<file path="config.mk">
export PLATFORM = sky130hd
export DESIGN_NAME = mul_div_unit
export DESIGN_NICKNAME = d
export VERILOG_FILES = /design/src/rtl/mul_div_unit.sv
export SDC_FILE = /design/constraint.sdc
export NUM_CORES = 1
export LEC_CHECK = 0
export CORE_MARGIN = 3
export CORE_UTILIZATION = 55
export CTS_BUF_LIST = sky130_fd_sc_hd__clkbuf_4 sky130_fd_sc_hd__clkbuf_8
export CTS_CLUSTER_DIAMETER = 120
export DETAILED_ROUTE_END_ITERATION = 8
export PLACE_DENSITY = 0.85
export SLEW_MARGIN = 25
export SYNTH_ARGS = -nofsm -noshare
export SYNTH_HDL_FRONTEND = slang
export SYNTH_SLANG_ARGS = --single-unit
</file>
<file path="constraint.sdc">
create_clock -name clock -period 4.71 [get_ports clock]
set_clock_uncertainty 0.15 [all_clocks]
set_input_delay 1.413 -clock clock [delete_from_list [all_inputs] [get_ports clock]]
set_output_delay 1.413 -clock clock [all_outputs]
set_load 0.02 [all_outputs]
</file>
<file path="src/rtl/mul_div_unit.sv">
// Multi-cycle unsigned multiply/divide unit: shift-add multiply, restoring divide,
// one iteration per clock, single-cycle register-file write-back strobe.
module mul_div_unit #(
   parameter int unsigned DATA_WIDTH = 32,
   parameter int unsigned ADDR_WIDTH = 5
) (
   input  logic                  clock,
   input  logic                  resetN,
   input  logic                  start,
   input  logic [1:0]            op,
   input  logic [ADDR_WIDTH-1:0] destAddress,
   input  logic [DATA_WIDTH-1:0] operandA,
   input  logic [DATA_WIDTH-1:0] operandB,
   output logic                  busy,
   output logic                  writeRegister,
   output logic [ADDR_WIDTH-1:0] writeAddress,
   output logic [DATA_WIDTH-1:0] writeData
);

   localparam int unsigned CW = (DATA_WIDTH > 1) ? $clog2(DATA_WIDTH) : 1;
   localparam logic [CW-1:0] LAST = CW'(DATA_WIDTH - 1);

   typedef enum logic [1:0] {
      IDLE = 2'd0,
      RUN  = 2'd1,
      DONE = 2'd2
   } state_t;

   state_t                state_q, state_d;
   logic [CW-1:0]         count_q, count_d;
   logic [1:0]            op_q, op_d;
   logic [ADDR_WIDTH-1:0] dest_q, dest_d;
   logic [DATA_WIDTH-1:0] opnd_q, opnd_d;
   logic [DATA_WIDTH:0]   acc_q, acc_d;
   logic [DATA_WIDTH-1:0] low_q, low_d;
   logic [ADDR_WIDTH-1:0] waddr_q, waddr_d;
   logic [DATA_WIDTH-1:0] wdata_q, wdata_d;

   logic [DATA_WIDTH:0]   mul_sum;
   logic [DATA_WIDTH:0]   mul_add;
   logic [DATA_WIDTH:0]   div_shift;

   // acc holds the product high half (multiply) or partial remainder (divide);
   // low holds the multiplier being consumed or the dividend turning into the quotient.
   always_comb begin
      state_d   = state_q;
      count_d   = count_q;
      op_d      = op_q;
      dest_d    = dest_q;
      opnd_d    = opnd_q;
      acc_d     = acc_q;
      low_d     = low_q;
      waddr_d   = waddr_q;
      wdata_d   = wdata_q;

      mul_sum   = {1'b0, acc_q[DATA_WIDTH-1:0]} + {1'b0, opnd_q};
      mul_add   = low_q[0] ? mul_sum : {1'b0, acc_q[DATA_WIDTH-1:0]};
      div_shift = {acc_q[DATA_WIDTH-1:0], low_q[DATA_WIDTH-1]};

      case (state_q)
         IDLE: begin
            if (start) begin
               op_d    = op;
               dest_d  = destAddress;
               acc_d   = '0;
               count_d = '0;
               if (op[1]) begin
                  low_d  = operandA;
                  opnd_d = operandB;
               end else begin
                  low_d  = operandB;
                  opnd_d = operandA;
               end
               state_d = RUN;
            end
         end
         RUN: begin
            count_d = count_q + 1'b1;
            if (!op_q[1]) begin
               acc_d = {1'b0, mul_add[DATA_WIDTH:1]};
               low_d = {mul_add[0], low_q[DATA_WIDTH-1:1]};
            end else if (div_shift >= {1'b0, opnd_q}) begin
               // A zero divisor always subtracts: quotient all ones, remainder = dividend.
               acc_d = div_shift - {1'b0, opnd_q};
               low_d = {low_q[DATA_WIDTH-2:0], 1'b1};
            end else begin
               acc_d = div_shift;
               low_d = {low_q[DATA_WIDTH-2:0], 1'b0};
            end
            if (count_q == LAST) begin
               state_d = DONE;
               waddr_d = dest_q;
               wdata_d = op_q[0] ? acc_d[DATA_WIDTH-1:0] : low_d;
            end
         end
         DONE: begin
            state_d = IDLE;
         end
         default: begin
            state_d = IDLE;
         end
      endcase
   end

   always_ff @(posedge clock or negedge resetN) begin
      if (!resetN) begin
         state_q <= IDLE;
         count_q <= '0;
         op_q    <= '0;
         dest_q  <= '0;
         opnd_q  <= '0;
         acc_q   <= '0;
         low_q   <= '0;
         waddr_q <= '0;
         wdata_q <= '0;
      end else begin
         state_q <= state_d;
         count_q <= count_d;
         op_q    <= op_d;
         dest_q  <= dest_d;
         opnd_q  <= opnd_d;
         acc_q   <= acc_d;
         low_q   <= low_d;
         waddr_q <= waddr_d;
         wdata_q <= wdata_d;
      end
   end

   assign busy          = (state_q != IDLE);
   assign writeRegister = (state_q == DONE);
   assign writeAddress  = waddr_q;
   assign writeData     = wdata_q;

endmodule
</file>
# == Yosys cells after proc, flatten, opt, wreduce, memory -nomap -nowiden ==
# Cells that the tools add are included.
# totals
mem_count,0
word_cells,42
register_bits,147
in_bits,74
out_inout_bits,39
ram_bits,0
latch_bits,0
romBits,0
# classes
reduce_logical,7
order_cmp,1
shifts,0
n_eq_ne,5
n_bitwise,0
muxes,17
mul,0
n_div,0
n_addsub,3
# op_table
operator,count
32-bit two-way mux,8
32-bit one-hot mux with 2 select lines,2
32-bit by 32-bit adder with 33-bit output,1
33-bit by 32-bit greater-or-equal comparator with 1-bit output,1
33-bit two-way mux,1
32-bit subtractor,1
5-bit one-hot mux with 2 select lines,1
2-bit AND reduction,4
5-bit by 1-bit adder with 5-bit output (second input constant),1
5-bit == test (second input constant),1
5-bit two-way mux,1
2-bit two-way mux,2
2-bit != test (second input constant),2
2-bit one-hot mux with 2 select lines,1
2-bit nonzero test,2
2-bit by 1-bit == test with 1-bit output (second input constant),1
2-bit == test (second input constant),1
2-bit logical NOT,1
1-bit two-way mux,1

# == Logic depth before layout (Yosys ltp) ==
# depth
ltp_word,4
depth_mapped,14
ltp_nobuf,13

# == Least setup slack after synthesis ==
# No wires, ideal clock.
# synth_path
path_type,reg-to-reg
from,register acc_q[17]
to,register wdata_q[7] (netlist: writeData[7])
setup_time_ns,0.125
arrival_time_ns,3.063
path_stages_with_launch,12
period_less_slack_ns,3.337
n_path_buf,1
required_time_ns,4.435
setup_slack_ns,1.373
path_cell_list,dfrtp_1 ha_1 buf_4 a21oi_2 o211ai_1 a31oi_1 or4b_4 a31oi_4 nand2b_4 mux2_4 mux4_2 mux2_2
# synth_between
elab_chain_cells,4
# synth_lines
element,line_no,text
"start, declared",34,"logic [DATA_WIDTH:0] acc_q, acc_d;"
"start signal, assigned",112,acc_q <= '0;
"start signal, assigned",122,acc_q <= acc_d;
33-bit by 32-bit greater-or-equal comparator with 1-bit output,82,"end else if (div_shift >= {1'b0, opnd_q}) begin"
32-bit two-way mux,82,
32-bit two-way mux,79,if (!op_q[1]) begin
32-bit two-way mux,93,wdata_d = op_q[0] ? acc_d[DATA_WIDTH-1:0] : low_d;
"end signal, assigned",125,wdata_q <= wdata_d;
"end, declared",37,"logic [DATA_WIDTH-1:0] wdata_q, wdata_d;"
# No other way between the ends.
# A chain may end at the register's enable or synchronous reset.

# == Worst setup path in the final report ==
# Same ends and word-level chain as after synthesis.

==> flow_metrics.py <==
metrics = {
    "critical_path": {
        "cpPeakStageDelay_ps": 550,
        "worst-setup-path-type": "reg -> reg",
        "required_ps": 4920,
        "path_cells": "ha_1, nand4_1, o211ai_1, a31oi_1, or4b_4, a31oi_4, nand2b_4, mux2_4, mux4_2, mux2_2",
        "cp.depth": 10,
        "path_max_fanout": 30,
        "critPathLaunchType": "register",
        "critPathCaptureType": "register",
        "slowest_stage": "or4b_4",
        "crit_family": "simple AND/OR/NAND/NOR gates",
        "path_buf_inv": 0,
        "r2r_cells": 10,
        "arrival_ps": 4210,
    },
    "timing": {
        "fin_tns_setup_ps": 0,
        "slew_headroom_pct": 32.53,
        "maxSlewViolCount": 0,
        "clock.fmax_mhz": 249.8,
        "period_needed_ps": 4003,
        "hold_viol": 0,
        "finalCritPeriodShare_pct": 84.99,
        "worstMarginPinSlew_ps": 1008,
        "setup_viol": 0,
        "rsz0062_at_grt": "no",
    },
    "cts": {
        "cts_tree": "done",
        "cts_buffer_depth": 2,
        "post_cts_resized": 0,
        "cts_hold_buf": 0,
        "cts.reportedPaths.clkPinSlew_ps": 100,
        "clkLatencyLatePin_ps": 470,
        "cts_buffers": 17,
        "htreeDepth": 4,
        "post_cts_buffers": 0,
        "cts_root_buffer": "clkbuf_8",
        "cts.sinks": 147,
    },
    "route": {
        "drt-vias-per-instance": 6.637,
        "wl_um": 39030,
        "final_antenna_net_count": 0,
        "drtPass1Iterations": 5,
        "vias": 11540,
        "drt_drc_violations_left": 0,
        "drtIter0Drc": 1167,
        "wl_per_cell_um": 22.45,
    },
    "placement": {
        "placed_area_sq_um": 12910,
        "gp_congestion": 0.9773,
        "port_buffers": 112,
        "dp_hpwl_um": 28830,
    },
    "hold_path": {
        "hold_depth": 2,
        "hold_class": "reg -> reg",
    },
    "global_routing": {
        "gr-usage-met2_pct": 50.93,
        "grt_pass1_vias": 11100,
        "grt_pass1_wl_um": 61330,
        "grt_overflow": 0,
        "grt_max_degree": 89,
        "use_met1_pct": 49.30,
        "grt_busiest_layer": "met2",
        "grt_use_total_pct": 34.35,
        "antenna_found_initial": 1,
        "gr-usage-met3_pct": 8.120,
    },
    "floorplan": {
        "start_util_pct": 56.86,
        "die_h_um": 151.8,
        "pin_count": 113,
        "die_x_um": 151.8,
        "row_count": 52,
        "die_area_sq_um": 23040,
        "core_sq_um": 20560,
    },
    "logic_synthesis": {
        "ys_warn_count": 0,
        "synth_fp_nets": 1546,
        "syn-cell-area_sq_um": 11690,
        "async_flop_share_pct": 100.0,
        "ys_types": 85,
        "synth_top_area_share_pct": 31.47,
        "synth_edf_count": 0,
        "avgSynthCellArea_sq_um": 8.326,
        "synthTopCellsByArea": "dfrtp_1 31%, mux2i_1 9.2%, ha_1 7.1%, nand2_1 6.1%, o21ai_0 4.4%",
        "synth-main-ff-cell": "dfrtp_1",
        "synth_seq_cells": 147,
        "yosys.area.top_type": "dfrtp_1",
        "ys_seq_area_share_pct": 31.47,
        "synth_cells": 1404,
    },
    "outcome": {
        "outcome": "finished clean",
    },
    "finish": {
        "drive_above_1_share_pct": 6.263,
        "design_area_sq_um": 13310,
        "num_antenna_cells": 0,
        "final_cell_mix": "188 x nand2_1, 146 x dfrtp_1, 110 x clkdlybuf4s50_1",
        "seq_area_sq_um": 3682,
        "final_nets": 1598,
        "layout_commonest_cell": "nand2_1",
        "fillCellCount": 1781,
        "multi_input_area_sq_um": 7403,
        "area_delta_synth_final_pct": 13.88,
    },
    "flow_run": {
        "drv_cap": 0,
    },
}
## path summary, 6_finish.rpt
path | slack, ps | startpoint | to
max | 710 | acc_q[17] | writeData[7]
min | 330 | dest_q[1] | writeAddress[1]
max reg2reg | 710 | acc_q[17] | writeData[7]
min reg2reg | 330 | dest_q[1] | writeAddress[1]
max in group asynchronous | 2710 | resetN | acc_q[24]
min in group asynchronous | 810 | resetN | low_q[7]
## kinds of logic after synthesis
logic type | Yosys count | share of synthesized area, %
and+or+nand+nor | 441 | 17.21
adders and majority gates | 68 | 7.407
AOI/OAI and AO/OA | 440 | 25.56
xor gates and xnor gates | 39 | 2.922
muxes | 115 | 10.05
buffers and inverters | 154 | 5.384
DFF | 147 | 31.47
## per-layer routing
metal | wire, um | up-vias | share of wire [%]
met5 | 12 | - | 0.031
li1 | - | 5321 | -
met3 | 3958 | 71 | 10
met2 | 17180 | 611 | 44
met4 | 1050 | 2 | 2.7
met1 | 16830 | 5536 | 43
## registers in the layout, indices dropped and copies added, names as in the netlist
| signal | flops |
|---|---|
| writeAddress | 5 |
| opnd_q | 32 |
| writeData | 32 |
| state_q | 2 |
| count_q | 5 |
| dest_q | 5 |
| acc_q | 32 |
| low_q | 32 |
| op_q | 2 |
## per-stage QoR
step                      hold WS [ps]  setup WS [ps]  util, %  cells
after detailed placement         307.0          760.9    62.79   1707
after global placement           295.8          922.9    62.79   1707
after CTS                        328.5          762.1    64.75   1739
after global routing             360.2          584.1    64.75   1739
after floorplan                  288.6           1373        -   1404
final                            329.0          707.2    64.75   1739
## worst register-to-register path: stages, from the launching register on
cell and delay [ps]:
dfrtp_1 450, ha_1 480, nand4_1 170, o211ai_1 120, a31oi_1 130, or4b_4 550
a31oi_4 290, nand2b_4 470, mux2_4 360, mux4_2 460, mux2_2 280
## synth_stat cells, types with 6 or more instances
library cell	n
nand2_1	190
dfrtp_1	147
mux2i_1	108
o21ai_0	103
nor2_1	87
a21oi_1	82
clkbuf_1	72
ha_1	66
inv_1	55
nand3_1	41
nor3_1	37
a211oi_1	30
a21o_1	27
a31oi_1	25
o31ai_1	23
xnor2_1	22
a221oi_1	21
nand4_1	19
xor2_1	17
o221ai_1	16
nor2b_1	13
buf_1	12
o21a_1	12
nor4_1	10
o2bb2ai_1	9
and3_1	8
o21bai_1	8
nand2b_1	7
o211ai_1	7
a31o_2	6
buf_2	6
or3_1	6
## layout make-up
class,count,area share (%)
Multi-Input combinational cell,1103,55.61
Tap cell,270,2.538
Clock buffer,18,1.861
Inverter,56,1.579
Clock inverter,14,1.175
Sequential cell,147,27.66
Timing Repair Buffer,131,9.577
Power is left out: the tool's default activity adds up to more than one toggle a clock period on the data nets, which glitch-free logic cannot reach.
